### config.mk
export PLATFORM = sky130hd
export DESIGN_NAME = pipeline_hazard_ctrl
export DESIGN_NICKNAME = d
export VERILOG_FILES = /design/src/rtl/pipeline_hazard_ctrl.sv
export SDC_FILE = /design/constraint.sdc
export NUM_CORES = 1
export LEC_CHECK = 0
export CAP_MARGIN = 15
export CORE_MARGIN = 2
export CORE_UTILIZATION = 30
export CTS_BUF_LIST = sky130_fd_sc_hd__clkbuf_4
export DETAILED_ROUTE_END_ITERATION = 8
export GPL_ROUTABILITY_DRIVEN = 1
export PLACE_DENSITY_LB_ADDON = 0.12
export REMOVE_ABC_BUFFERS = 1
export SLEW_MARGIN = 20
export SYNTH_ARGS = -nofsm -noshare
export SYNTH_HDL_FRONTEND = slang
export SYNTH_SLANG_ARGS = --single-unit
export TNS_END_PERCENT = 30
### constraint.sdc
create_clock -name clk -period 1.27 [get_ports clk]
set_input_delay 0.127 -clock clk [delete_from_list [all_inputs] [get_ports clk]]
set_output_delay 0.127 -clock clk [all_outputs]
set_load 0.02 [all_outputs]
### src/rtl/pipeline_hazard_ctrl.sv
// Load-use / branch-mispredict hazard control for the IF_ID and ID_EX registers.
// Optional HAZ_STATS_EN adds saturating mispredict and stall counters.
module pipeline_hazard_ctrl #(
    parameter int PC_WIDTH       = 8,
    parameter int REG_ADDR_WIDTH = 5,
    parameter int RECOVER_CYCLES = 1,
    parameter int CNT_WIDTH      = 16
) (
    input  logic                      clk,
    input  logic                      reset,
    input  logic [REG_ADDR_WIDTH-1:0] id_rs,
    input  logic [REG_ADDR_WIDTH-1:0] id_rt,
    input  logic                      id_uses_rt,
    input  logic                      ex_mem_read,
    input  logic [REG_ADDR_WIDTH-1:0] ex_rd,
    input  logic                      ex_br_valid,
    input  logic                      ex_prediction,
    input  logic                      ex_taken,
    input  logic [PC_WIDTH-1:0]       ex_target,
    input  logic [PC_WIDTH-1:0]       ex_save_pc,
    input  logic [PC_WIDTH-1:0]       ex_pc,
    output logic                      pc_write,
    output logic                      if_id_write,
    output logic                      if_id_flush,
    output logic                      id_ex_flush,
    output logic                      redirect_valid,
    output logic [PC_WIDTH-1:0]       redirect_pc,
`ifdef HAZ_STATS_EN
    output logic [CNT_WIDTH-1:0]      stat_mispredicts,
    output logic [CNT_WIDTH-1:0]      stat_stalls,
`endif
    output logic                      upd_valid,
    output logic                      upd_taken,
    output logic [PC_WIDTH-1:0]       upd_pc
);

    typedef enum logic {RUN, RECOVER} state_t;

    state_t              state_q, state_d;
    logic [2:0]          rec_cnt_q, rec_cnt_d;
    logic                upd_valid_q, upd_valid_d;
    logic                upd_taken_q, upd_taken_d;
    logic [PC_WIDTH-1:0] upd_pc_q, upd_pc_d;
    logic                mispredict, load_use;

    assign mispredict = ex_br_valid & (ex_taken != ex_prediction);
    assign load_use   = ex_mem_read & (ex_rd != '0) &
                        ((ex_rd == id_rs) | (id_uses_rt & (ex_rd == id_rt)));

    always_comb begin
        state_d        = state_q;
        rec_cnt_d      = rec_cnt_q;
        upd_valid_d    = 1'b0;
        upd_taken_d    = upd_taken_q;
        upd_pc_d       = upd_pc_q;
        pc_write       = 1'b1;
        if_id_write    = 1'b1;
        if_id_flush    = 1'b0;
        id_ex_flush    = 1'b0;
        redirect_valid = 1'b0;
        redirect_pc    = '0;
        case (state_q)
            RUN: begin
                if (mispredict) begin
                    redirect_valid = 1'b1;
                    redirect_pc    = ex_taken ? ex_target : ex_save_pc;
                    if_id_flush    = 1'b1;
                    id_ex_flush    = 1'b1;
                    rec_cnt_d      = 3'(RECOVER_CYCLES);
                    if (RECOVER_CYCLES != 0) state_d = RECOVER;
                end else if (load_use) begin
                    pc_write    = 1'b0;
                    if_id_write = 1'b0;
                    id_ex_flush = 1'b1;
                end
                if (ex_br_valid) begin
                    upd_valid_d = 1'b1;
                    upd_taken_d = ex_taken;
                    upd_pc_d    = ex_pc;
                end
            end
            RECOVER: begin
                // EX holds only bubbles here, so hazard inputs are not examined
                if_id_flush = 1'b1;
                id_ex_flush = 1'b1;
                rec_cnt_d   = rec_cnt_q - 3'd1;
                if (rec_cnt_q <= 3'd1) state_d = RUN;
            end
            default: state_d = RUN;
        endcase
        // Hold the pipeline in its plain-advance configuration while reset is asserted
        if (reset) begin
            pc_write       = 1'b1;
            if_id_write    = 1'b1;
            if_id_flush    = 1'b0;
            id_ex_flush    = 1'b0;
            redirect_valid = 1'b0;
        end
    end

    always_ff @(posedge clk or posedge reset) begin
        if (reset) begin
            state_q     <= RUN;
            rec_cnt_q   <= '0;
            upd_valid_q <= 1'b0;
            upd_taken_q <= 1'b0;
            upd_pc_q    <= '0;
        end else begin
            state_q     <= state_d;
            rec_cnt_q   <= rec_cnt_d;
            upd_valid_q <= upd_valid_d;
            upd_taken_q <= upd_taken_d;
            upd_pc_q    <= upd_pc_d;
        end
    end

    assign upd_valid = upd_valid_q;
    assign upd_taken = upd_taken_q;
    assign upd_pc    = upd_pc_q;

`ifdef HAZ_STATS_EN
    logic [CNT_WIDTH-1:0] stat_mis_q, stat_mis_d;
    logic [CNT_WIDTH-1:0] stat_stall_q, stat_stall_d;

    always_comb begin
        stat_mis_d   = stat_mis_q;
        stat_stall_d = stat_stall_q;
        if (state_q == RUN) begin
            if (mispredict) begin
                if (stat_mis_q != '1) stat_mis_d = stat_mis_q + 1'b1;
            end else if (load_use) begin
                if (stat_stall_q != '1) stat_stall_d = stat_stall_q + 1'b1;
            end
        end
    end

    always_ff @(posedge clk or posedge reset) begin
        if (reset) begin
            stat_mis_q   <= '0;
            stat_stall_q <= '0;
        end else begin
            stat_mis_q   <= stat_mis_d;
            stat_stall_q <= stat_stall_d;
        end
    end

    assign stat_mispredicts = stat_mis_q;
    assign stat_stalls      = stat_stall_q;
`endif

endmodule

-- After elaboration in Yosys (flattened, before gate mapping)
Index checks and enable logic that the tools add are counted.
- register bits after elaboration: 14
- logic and storage cells: 41
- output and inout bits: 23
- input port bits: 46
- bitwise gates (word level): 6
- eq/ne operators: 4
- order comparisons: 1
- $add $sub $neg: 1
- reductions and logical operators: 2
- muxes and demuxes: 22
- operator list (operator ; number):
    $mux W8 ; 3
    $mux W1 ; 14
    $eq A5 B5 Y1 ; 2
    $pmux W1 S2 ; 3
    $pmux W3 S2 ; 1
    $reduce_bool A5 Y1 ; 1
    $and A1 B1 Y1 ; 4
    $le A3 B1 Y1 const B ; 1
    $mux W3 ; 1
    $sub A3 B1 Y3 const B ; 1
    $ne A2 B2 Y1 const B ; 1
    $reduce_and A2 Y1 ; 1
    $ne A1 B1 Y1 ; 1
    $not A1 Y1 ; 1
    $or A1 B1 Y1 ; 1

-- Logic depth before layout (Yosys ltp)
Gate-level depths: netlist of run 1.
- depth in word-level cells: 8
- depth in mapped cells: 5
- mapped depth without buffers: 5

-- Worst setup path before layout of run 1
Ideal clock, no wire load.
- kind: input port to output port
- start point: input port ex_rd[3]
- end point: output port pc_write
- stages on the path: 5
- data arrival time: 1.351 ns
- slack: -0.208 ns
- data required time: 1.143 ns
- buffers on the path: 1
- path through: xor2_1 -> nor4_2 -> a32oi_1 -> or3b_1 -> buf_4
- longest elaborated chain between the ends: 8
- elaborated cells on any way between the ends: 11
- classes of those cells: 2 x eq/ne; 4 x mux; 4 x bitwise; 1 x reduce/logical
- RTL lines (element ; line ; RTL):
    start, declared ; 15 ; input logic [REG_ADDR_WIDTH-1:0] ex_rd,
    $eq A5 B5 Y1 ; 48 ; ((ex_rd == id_rs) | (id_uses_rt & (ex_rd == id_rt)));
    $and A1 B1 Y1 ; 48 ;
    $or A1 B1 Y1 ; 48 ;
    $and A1 B1 Y1 * ; 47 ; assign load_use = ex_mem_read & (ex_rd != '0) &
    $mux W1 * (4 in series) ; - ;
    end, declared ; 22 ; output logic pc_write,
Every way passes the cells marked *; elsewhere a longest branch is shown, timed or not.

-- Final worst setup path of run 1
- start point: register state_q
- end point: output port if_id_write
- longest elaborated chain between the ends: 2
- RTL lines (element ; line ; RTL):
    start, declared ; 39 ; state_t state_q, state_d;
    start signal, assigned ; 109 ; state_q <= state_d;
    $mux W1 ; 62 ; case (state_q)
    $mux W1 ; 92 ; if (reset) begin
    end, declared ; 23 ; output logic if_id_write,
No other way between the ends.

==> results of run 1 <==
## layout make-up
| cell class | instances | area, sq um |
|---|---|---|
| timing repair buffer | 86 | 796 |
| clock buffer | 3 | 22.5 |
| tap | 31 | 38.8 |
| multi-input combinational | 59 | 567 |
| fill | 235 | 937 |
| inverter | 5 | 18.8 |
| sequential | 14 | 350 |
| clock inverter | 1 | 3.75 |
## cell families after synthesis
| kind of cell | share of synthesized area |
|---|---|
| multiplexers | 0.222 |
| adder cells (fa/ha/maj) | 0.0290 |
| buffers and inverters | 0.0493 |
| AND/OR/NAND/NOR | 0.107 |
| XOR/XNOR | 0.122 |
| flip-flops | 0.406 |
| AO/OA/AOI/OAI | 0.0639 |
## cell usage after synthesis (all sizes together)
library cell | instances | area share
a21oi | 2 | 0.016
a31oi | 1 | 0.0073
a32oi | 1 | 0.010
buf | 3 | 0.028
dfrtp | 14 | 0.41
ha | 2 | 0.029
inv | 5 | 0.022
mux2 | 9 | 0.12
mux2i | 9 | 0.10
nand2 | 3 | 0.013
nor2 | 11 | 0.048
nor2b | 1 | 0.0073
nor3 | 1 | 0.0058
nor4 | 1 | 0.015
o211ai | 1 | 0.0087
o21ai | 1 | 0.0058
o21bai | 1 | 0.0087
o22ai | 1 | 0.0073
or3b | 1 | 0.010
or4 | 1 | 0.0087
xnor2 | 2 | 0.020
xor2 | 10 | 0.10
## sequential cells by signal, summed over array words and instances, names as in the netlist
name	flops
upd_pc	8
state_q	1
upd_taken	1
upd_valid	1
rec_cnt_q	3
## critical path, cell delays in order, from the launching register on
cell and delay, ps:
dfrtp_1 410, a21oi_2 160, or3b_4 410, buf_6 140
## metrics by stage
stage / std cells / utilization / hold WS [ps] / total power, mW / setup WS [ps]
global route: 199 / 0.657 / 25.7 / 2.70 / -321
finish: 199 / 0.657 / 19.8 / 2.51 / -251
detailed placement: 188 / 0.600 / 495 / 2.25 / -1010
global placement: 188 / 0.600 / 489 / 2.21 / -981
CTS: 199 / 0.645 / 18.9 / 2.52 / -249
floorplan: 78 / - / 24.4 / 1.50 / -484
## metal layers
| layer | track usage | share of wire | routed length, um | vias to the layer above |
|---|---|---|---|---|
| met5 | 0 | 0 | 0 | - |
| met4 | 0.0465 | 0 | 0 | 0 |
| met3 | 0.0317 | 0.063 | 157 | 0 |
| met2 | 0.333 | 0.62 | 1530 | 36 |
| met1 | 0.146 | 0.32 | 799 | 422 |
| li1 | - | - | - | 451 |
## timing repair
item                                    CTS  global route
endpoints found under the hold margin     0             0
setup buffers                             6             0
hold buffers                              0             0
pin swaps                                19             3
cloned                                    1             0
endpoints found under the setup margin   23            21
gates resized for setup                 153             9
## worst max path at each step
stage                endpoint  slack, ps  depth (start not counted)
6_report          if_id_write       -250                          3
5_1_grt              pc_write       -320                          3
4_1_cts           if_id_write       -250                          3
3_5_place_dp      if_id_write      -1010                          6
3_3_place_gp      if_id_write       -980                          6
2_1_floorplan  redirect_pc[0]       -480                          3
## layout by cell type (no fill, tap or decap), types with 2 or more instances in the layout
cell type        netlist  final
buf_2                  1      5
buf_4                  1     16
buf_6                  1     16
clkbuf_4               0      3
clkdlybuf4s50_1        0     27
dfrtp_1               14     14
dlygate4sd2_1          0     20
ha_1                   2      2
inv_1                  5      4
mux2_2                 9      9
mux2i_1                9      9
nand2_1                3      2
nor2_2                 0      2
nor2_4                 0      8
xor2_1                10      9
## power by group through the flow
stage / Clock [mW] / Sequential, mW / Combinational, mW
finish: 0.242 / 0.774 / 1.49
global route: 0.280 / 0.806 / 1.62
CTS: 0.257 / 0.777 / 1.48
detailed placement: 0 / 0.797 / 1.45
global placement: 0 / 0.779 / 1.43
floorplan: 0 / 0.986 / 0.512
==> out/qor.yml, run 1 <==
status: "finished, violations left"
failed_checks: "setup timing"
htreeDepth: 1
combPwrFrac: 0.595
ir_drop_v: 0.00117
ant_nets: 0
routedWlPerCell_um: 12.5
hpwl_mm: 2.05
crit_fanout: 3
tightest_slew_ps: 273
finalCritPeriodShare: 1.20
clock_latency_ps: 270
postLayoutCellArea_sq_um: 1800
finalNetCount: 217
cp.required_ps: 1140
crit_path_start: "state_q"
netlist_area_sq_um: 862
reg2reg_depth: 3
grt_pass1_vias: 970
placed_area_sq_um: 1640
io_pins: 69
ys_types: 25
cts_buffers: 3
critPathLaunchType: "flip-flop"
track_usage: 0.158
syn_area_per_cell_sq_um: 10.6
hold_class: "input pin to asynchronous set/reset pin"
slew_viol_final: 0
rr_startpoint: "state_q"
clock_skew_ps: 1.74
syn_inst: 81
vias: 909
layout_min_cycle_time_ps: 1520
dieWidth_um: 57.6
gp_congestion: 0.677
clockBufferDepth: 2
power.density_nw_per_um2: 1400
port_buffers: 68
finalSetupTns_ps: -1990
die_y_um: 57.6
die-area_sq_um: 3320
routed_wl_mm: 2.49
viasPerCell: 4.57
arrival_ps: 1390
cts.sinks: 14
seqPwrFrac: 0.309
start_util: 0.315
core_area_sq_um: 2730
grt_max_degree: 15
pwr-share-clk: 0.097
cts_tree: "done"
antenna_found_initial: 0
reg2reg_to: "upd_pc[0]"
p_sw_mw: 0.942
rsz0062_at_grt: "yes"
slew_headroom: 0.813
dr.first_iter.drc_count: 12
worst-r2r-setup-slack_ps: 50
area_delta_synth_final_pct: 108
drcViolationCount: 0
p_sw_frac: 0.376
crit_type: "flip-flop to output pin"
grt_pass1_wl_mm: 4.10
cts_root_buf: "clkbuf_4"
first_pass_iters: 4
yosysWarnings: 0
max_clock_freq_mhz: 658
maxCapViolations: 0
setup_violations: 13
gr-total-overflow: 0
ys_ff_latch: 14
antennaDiodeCount: 0
fin_ws_ps: -251
crit_path_end_kind: "output pin"
p_leak_nw: 0.831
cts.clk_slew.worst_paths_ps: 80
drive_gt1_frac: 0.417
yosysSeqAreaShare: 0.406
rows: 19
hold_violations: 0
p_int_mw: 1.56
Power figures use the tool's default switching activity.
==> run 2, diff against run 1 <==
--- a/config.mk
+++ b/config.mk
@@ -6,6 +6,7 @@
 export NUM_CORES = 1
 export LEC_CHECK = 0
 export CAP_MARGIN = 15
+export CORE_ASPECT_RATIO = 1.2
 export CORE_MARGIN = 2
 export CORE_UTILIZATION = 30
 export CTS_BUF_LIST = sky130_fd_sc_hd__clkbuf_4
==> out/qor.yml, run 2 (synthesis results as in run 1) <==
fin_ws_ps: -260  # -8.95 ps
arrival_ps: 1400  # about the same
path_delay_family: "flip-flops"
crit_fanout: 3  # unchanged
postCtsHoldBufs: 0  # unchanged
layout_min_cycle_time_ps: 1530  # +8.95 ps
slew_viol_final: 0  # unchanged
nFillCells: 237  # +0.85%
cts.sinks: 14  # unchanged
largest_reg_flops: 8  # unchanged
cpPeakStageDelay_ps: 420  # about the same
cts.clk_slew.worst_paths_ps: 80  # about the same
setup_violations: 13  # unchanged
cts_tree: "done"
htreeDepth: 1  # unchanged
hold_violations: 0  # unchanged
crit_type: "flip-flop to output pin"
drive_gt1_frac: 0.405  # -0.0118
ir_drop_v: 0.000984  # -16%
vias: 933  # +2.6%
ant_nets: 0  # unchanged
status: "finished, violations left"
finalSetupTns_ps: -2310  # -315 ps
p_leak_nw: 0.853  # +2.6%
hold_class: "input pin to asynchronous set/reset pin"
final_core_util: 0.667  # +0.00946
clock_skew_ps: 5.78  # +4.04 ps
antennaDiodeCount: 0  # unchanged
die-area_sq_um: 3320  # about the same
routedWlPerCell_um: 13.1  # +5.0%
dr.first_iter.drc_count: 7  # -5
area_delta_synth_final_pct: 113
grt_max_degree: 15  # unchanged
finalNetCount: 213  # -1.8%
failed_checks: "setup timing"
hpwl_mm: 1.95  # -4.9%
crit_path_start: "state_q"
grt_pass1_wl_mm: 3.90  # -4.9%
antenna_found_initial: 0  # unchanged
gr-total-overflow: 0  # unchanged
drcViolationCount: 0  # unchanged
power.density_nw_per_um2: 1440  # +3.1%
maxCapViolations: 0  # unchanged
rsz0062_at_grt: "yes"
critPathLaunchType: "flip-flop"
rr_startpoint: "state_q"
track_usage: 0.157  # -0.00121
die_y_um: 62.7  # +8.9%
start_util: 0.312  # -0.00286
tightest_slew_ps: 297  # +23.9 ps
final_common_cell: "clkdlybuf4s50_1"
port_buffers: 68  # unchanged
finalCritPeriodShare: 1.20  # +0.00704
dieWidth_um: 52.9  # -8.1%
crit_slowest_cell: "dfrtp_1"
clock_latency_ps: 280  # about the same
crit_chain: "a21oi_2 -> or3b_4 -> buf_6"
first_pass_iters: 4  # unchanged
clockBufferDepth: 2  # unchanged
slew_headroom: 0.796  # -0.0164
cts_root_buf: "clkbuf_4"
io_pins: 69  # unchanged
rows: 21  # +2
grt_pass1_vias: 981  # +1.1%
routed_wl_mm: 2.59  # +3.9%
crit_path_end_kind: "output pin"
cp.required_ps: 1140  # about the same
gp_congestion: 0.761  # +12%
viasPerCell: 4.74  # +3.7%
final_cell_mix: "28 x clkdlybuf4s50_1, 20 x dlygate4sd2_1, 17 x buf_6"
max_clock_freq_mhz: 654  # -0.58%
core_area_sq_um: 2760  # +0.92%
cts_buffers: 3  # unchanged
cp_num_buf_inv: 1  # unchanged
[run 2: final timing paths]
kind	slack, ps	cells after the start	end
max in group asynchronous	890	3	upd_pc[2]
min in group clk	340	3	rec_cnt_q[2]
worst max register to register	10	4	upd_pc[2]
worst min-delay path	210	3	rec_cnt_q[1]
worst min register to register	510	1	upd_pc[1]
worst max-delay path	-260	3	pc_write
[run 2: final cells by class]
class	instances	area (sq um)	area share
inverters	5	18.8	0.0102
repair buffers	82	787	0.428
flip-flops and latches	14	350	0.190
clock buffers	3	22.5	0.0122
well taps	34	42.5	0.0231
multi-input cells	59	618	0.336
[run 2: routing by layer]
layer | global-route usage | vias up | routed length, um
met3 | 0.0502 | 8 | 310
met1 | 0.135 | 423 | 850
met4 | 0.0897 | 0 | 70
li1 | - | 443 | -
met2 | 0.295 | 59 | 1360
met5 | 0 | - | 0
[run 2: timing repair]
item | CTS | global route
setup endpoints to repair | 23 | 22
cloned | 1 | 0
gates resized for setup | 150 | 23
setup buffers | 2 | 0
pin swaps | 15 | 7
[run 2: metrics by stage]
step / hold WS, ps / instance area, sq um / instances / setup WS (ps) / total power [mW]
6_report: 208 / 1840 / 197 / -260 / 2.64
4_1_cts: 201 / 1750 / 197 / -244 / 2.48
3_3_place_gp: 484 / 1640 / 191 / -973 / 2.20
3_5_place_dp: 495 / 1640 / 191 / -1010 / 2.24
2_1_floorplan: 24.4 / 838 / 78 / -484 / 1.50
5_1_grt: 233 / 1840 / 197 / -349 / 2.83
[run 2: where the power goes]
group / switching, mW / total [mW] / internal, mW
Combinational: 0.751 / 1.61 / 0.862
Clock: 0.131 / 0.241 / 0.110
Sequential: 0.122 / 0.791 / 0.668
[run 2: tightest hold or removal path: stages]
cell and delay (ps):
clkdlybuf4s50_1 420, inv_1 90, buf_4 220
==> run 3, diff against run 2 <==
--- a/config.mk
+++ b/config.mk
@@ -5,12 +5,13 @@
 export SDC_FILE = /design/constraint.sdc
 export NUM_CORES = 1
 export LEC_CHECK = 0
-export CAP_MARGIN = 15
+export CAP_MARGIN = 20
 export CORE_ASPECT_RATIO = 1.2
 export CORE_MARGIN = 2
-export CORE_UTILIZATION = 30
+export CORE_UTILIZATION = 50
 export CTS_BUF_LIST = sky130_fd_sc_hd__clkbuf_4
 export DETAILED_ROUTE_END_ITERATION = 8
+export DONT_BUFFER_PORTS = 1
 export GPL_ROUTABILITY_DRIVEN = 1
 export PLACE_DENSITY_LB_ADDON = 0.12
 export REMOVE_ABC_BUFFERS = 1
==> out/qor.yml, run 3 (synthesis results as in run 1) <==
area_delta_synth_final_pct: 34.0
viasPerCell: 5.51  # +16%
ant_nets: 0  # unchanged
seqPwrFrac: 0.490  # +0.191
drcViolationCount: 0  # unchanged
cts.sinks: 14  # unchanged
finalCritPeriodShare: 1.17  # -0.0386
start_util: 0.532  # +0.219
clock_latency_ps: 270  # about the same
slew_headroom: 0.758  # -0.0383
final_core_util: 0.712  # +0.0455
htreeDepth: 1  # unchanged
p_total_mw: 2.05  # -22%
power.density_nw_per_um2: 1780  # +24%
gp_congestion: 0.702  # -7.8%
final_cell_mix: "15 x buf_4, 14 x dfrtp_1, 10 x xor2_1, 10 x dlygate4sd3_1"
maxCapViolations: 0  # unchanged
cts.clk_slew.worst_paths_ps: 80  # about the same
crit_fanout: 3  # unchanged
hpwl_mm: 1.44  # -26%
stdcell_count: 129  # -35%
hold_class: "input pin to flip-flop"
die_y_um: 49.5  # -21%
dr.first_iter.drc_count: 2  # -5
hold_violations: 0  # unchanged
io_pins: 69  # unchanged
drive_gt1_frac: 0.333  # -0.0716
clock_skew_ps: 3.35  # -2.44 ps
cts_buffers: 3  # unchanged
routedWlPerCell_um: 14.0  # +6.4%
p_sw_frac: 0.402  # +0.0224
ir_drop_v: 0.000853  # -13%
placed_area_sq_um: 996  # -39%
dieWidth_um: 41.9  # -21%
track_usage: 0.189  # +0.0325
setup_violations: 15  # +2
arrival_ps: 1350  # -50 ps
critPathLaunchType: "flip-flop"
combPwrFrac: 0.390  # -0.220
p_sw_mw: 0.826  # -18%
cp.required_ps: 1140  # about the same
p_int_mw: 1.23  # -25%
cts_tree: "done"
pwr-share-clk: 0.120  # +0.029
clockBufferDepth: 2  # unchanged
nFillCells: 116  # -51%
rsz0062_at_grt: "yes"
slew_viol_final: 0  # unchanged
tightest_slew_ps: 362  # +64.8 ps
die-area_sq_um: 2070  # -38%
crit_type: "flip-flop to output pin"
first_pass_iters: 4  # unchanged
antennaDiodeCount: 0  # unchanged
vias: 711  # -24%
cts_root_buf: "clkbuf_4"
grt_pass1_wl_mm: 2.94  # -25%
finalNetCount: 160  # -25%
fin_ws_ps: -211  # +49.1 ps
failed_checks: "setup timing"
port_buffers: 0  # -100%
status: "finished, violations left"
antenna_found_initial: 0  # unchanged
p_leak_nw: 0.544  # -36%
rows: 16  # -24%
dpl.cell_count: 114  # -40%
pre_cts_ws_ps: -117  # +895 ps
final_common_cell: "buf_4"
crit_path_end_kind: "output pin"
routed_wl_mm: 1.81  # -30%
core_area_sq_um: 1620  # -41%
layout_min_cycle_time_ps: 1480  # -49.1 ps
largest_reg_flops: 8  # unchanged
postLayoutCellArea_sq_um: 1150  # -37%
grt_pass1_vias: 750  # -24%
gr-total-overflow: 0  # unchanged
max_clock_freq_mhz: 675  # +3.3%
grt_max_degree: 15  # unchanged
-- run 3: path summary, 6_finish.rpt --
path                               start            to  slack (ps)  cells after the start
hold reg to reg             rec_cnt_q[1]  rec_cnt_q[1]         530                      2
max in group asynchronous          reset  rec_cnt_q[2]         810                      3
min in group asynchronous          reset     upd_pc[3]         290                      3
setup / recovery                 state_q      pc_write        -210                      3
setup reg to reg                 state_q     upd_pc[3]         -10                      4
hold / removal             ex_prediction  rec_cnt_q[2]         160                      2
-- run 3: area by class of cell --
cell class	instances	area, sq um	share of cell area
Clock buffer	3	22.5	0.0195
Multi-Input combinational cell	59	479	0.415
Inverter	5	18.8	0.0163
Tap cell	18	22.5	0.0195
Clock inverter	1	3.75	0.00325
Timing Repair Buffer	29	258	0.223
Sequential cell	14	350	0.303
-- run 3: power by group through the flow --
stage	clock network (mW)	logic (mW)	registers, mW
6_report	0.247	0.801	1.01
5_1_grt	0.292	0.884	1.03
4_1_cts	0.260	0.791	1.01
3_5_place_dp	0	0.737	1.02
3_3_place_gp	0	0.717	1.01
2_1_floorplan	0	0.512	0.986
-- run 3: through the flow --
stage	hold slack, ps	TNS (ps)
CTS	157	-1760
detailed placement	58.3	-326
floorplan	24.4	-6400
finish	161	-1800
global route	165	-3020
global placement	49.0	-201
-- run 3: worst max-delay path, stage by stage, from the launching register on --
cell and delay (ps):
dfrtp_1 420, a21oi_2 130, or3b_1 370, buf_6 160
-- run 3: per-layer routing --
layer | share of wire | global-route usage | vias to the layer above
met5 | 0 | 0 | -
met4 | 0.015 | 0.113 | 0
met3 | 0.099 | 0.0513 | 2
met2 | 0.54 | 0.339 | 49
met1 | 0.34 | 0.192 | 324
li1 | - | - | 336
-- run 3: repair_timing --
item                                   CTS  global route
setup endpoints to repair               13            22
pin swaps                                6             0
hold buffers                            10             0
buffers inserted                         1             0
endpoints found under the hold margin   23             0
resized for setup                        4             4
==> RTL edit (settings of run 2) <==
`RECOVER_CYCLES`: 1 -> 0.
--- a/src/rtl/pipeline_hazard_ctrl.sv
+++ b/src/rtl/pipeline_hazard_ctrl.sv
@@ -3,7 +3,7 @@
 module pipeline_hazard_ctrl #(
     parameter int PC_WIDTH       = 8,
     parameter int REG_ADDR_WIDTH = 5,
-    parameter int RECOVER_CYCLES = 1,
+    parameter int RECOVER_CYCLES = 0,
     parameter int CNT_WIDTH      = 16
 ) (
     input  logic                      clk,
Function: changed (Yosys sat finds a counterexample within 4 cycles, from zero or initial values and one cycle with reset high).
==> RTL edit against run 2 <==
The flow still finishes with violations (negative setup slack). Synthesized area fell by 1.6%. Final area did not move. Setup slack got worse by 0.024 ns. Non-clock buffer count rose by 5. Sequential cell count did not move. Routed wire length rose by 6.3%. Largest cell class unchanged.
Power is not compared: it rests on default switching activity, and its combinational part moved more than twofold at a synthesized area within 25%.
==> RTL edit: results (changes against run 2) <==
| Metric | Value |
|---|---|
| Clock-cell share | 1.43% (+0.20 points) |
| CP Max Fanout | 2 (-1) |
| Vias per cell | 4.56 (-3.7%) |
| Synth-to-layout area growth | 117% |
| Failing checks | negative setup slack |
| Endpoints failing setup | 22 (+9) |
| Multi-input gates | 62 (+5.1%) |
| Ant. Diodes | 0 (unchanged) |
| R2r setup slk | -0.09 ns (-0.10 ns) |
| Via Count | 935 (+0.21%) |
| Layout cells sized above 1 | 38.6% (-1.9 points) |
| Worst setup margin | -0.284 ns (-0.0241 ns) |
| Critical path launch point | id_rt[1] |
| Fraction of area in multi-input gates | 31.4% (-2.2 points) |
| HPWL after detailed placement | 2130 um (+9.4%) |
| CP Data Arrival Time | 1.43 ns (+0.03 ns) |
| Placement Setup Slack | -1.02 ns (-0.0101 ns) |
| FF-to-FF path depth | 4 (unchanged) |
| Sequential share of the synthesized area | 41.3% (+0.66 points) |
| Non-clk bufs | 87 (+6.1%) |
| M2 GR Usage | 36.6% (+7.0 points) |
| Synth cell count leaders | 14 x dfrtp_1, 13 x nor2_1, 10 x xor2_1 |
| Met3 usage | 4.81% (-0.22 points) |
| Fill cell count | 232 (-2.1%) |
| Slowest-stage cell, CP | or3b_4 |
| Distinct cells, synth | 23 (-8.0%) |
| Setup_tns | -3.20 ns (-0.896 ns) |
| First-pass GRT wire length | 4410 um (+13%) |
| WL final | 2750 um (+6.3%) |
| Status | finished with violations |
| Metal3 WL | 215 um (-31%) |
| Compound-gate portion of the synthesized area | 6.05% (-0.34 points) |
| Pre-antenna DRT Iters | 2 (-2) |
| Cells after DPL | 190 (-0.52%) |
| Asr flop ratio synth | 100% (unchanged) |
| GPL Wtd Cong | 0.800 (+5.1%) |
| Post-Syn Area per Cell | 10.3 sq um (-2.8%) |
| Metal2 WL | 1650 um (+22%) |
| Top cells by area, synth | dfrtp_1 41%, mux2_2 12%, xor2_1 10%, mux2i_1 9.4%, nor2_1 5.8% |
| Hold Crit Class | input port to asynchronous set/reset pin |
| Worst slew pin tran | 0.261 ns (-0.0360 ns) |
| Largest stage delay on the critical path | 0.43 ns |
| Worst R2R End | upd_pc[3]$_DFFE_PP0P_ |
| Non-clk buf share | 45.0% (+2.2 points) |
| Mux cell area share after synthesis | 21.4% (-0.82 points) |
| M1 WL | 846 um (-0.47%) |
| CP top delay family | simple AND/OR/NAND/NOR gates |
| GRT Util Overall | 18.0% (+2.3 points) |
| Area after DPL | 1620 sq um (-1.5%) |
| Nets@finish | 220 (+3.3%) |
| Clk_skew | 0.00410 ns (-0.00168 ns) |
| GRT met1 Usage | 15.3% (+1.8 points) |
| Drt initial violations | 9 (+2) |
| Synth Area in Adders | 2.95% (+0.047 points) |
| Vias in the first global route | 1066 (+8.7%) |
| Max reg flops | 8 (unchanged) |
| Logic inverters | 4 (-1) |
| Worst Setup EP | if_id_write |
| Xor/xnor share of the synthesized area | 11.4% (-0.83 points) |
| Hold slack | 0.202 ns (-0.00648 ns) |
-- RTL edit: changes by cell type in the layout (fill, tap and decap cells not counted), sizes merged, moves of 2 or more --
cell | before | now
dlygate4sd2 | 20 | 18
nand2 | 3 | 5
nor2 | 11 | 13
buf | 33 | 36
o21ai | 1 | 3
clkdlybuf4s15 | 1 | 4
-- RTL edit: where the power goes --
part	internal (mW)	total, mW	switching (mW)
Clock	0.114	0.255	0.141
Combinational	0.305	0.539	0.234
Sequential	0.475	0.488	0.0123
Total	0.894	1.28	0.387
-- RTL edit: worst register-to-register path: cells and delay by family (launching register included) --
family | cells | cell delay (ns)
simple gates | 1 | 0.20
flops | 1 | 0.44
mux | 1 | 0.34
buf+inv | 2 | 0.26
-- RTL edit: timing repair --
action	4_1_cts	5_1_grt
setup endpoints to repair	24	23
buffers inserted	6	4
pin swaps	15	11
hold buffers	0	0
gates cloned	1	0
resized for setup	129	27
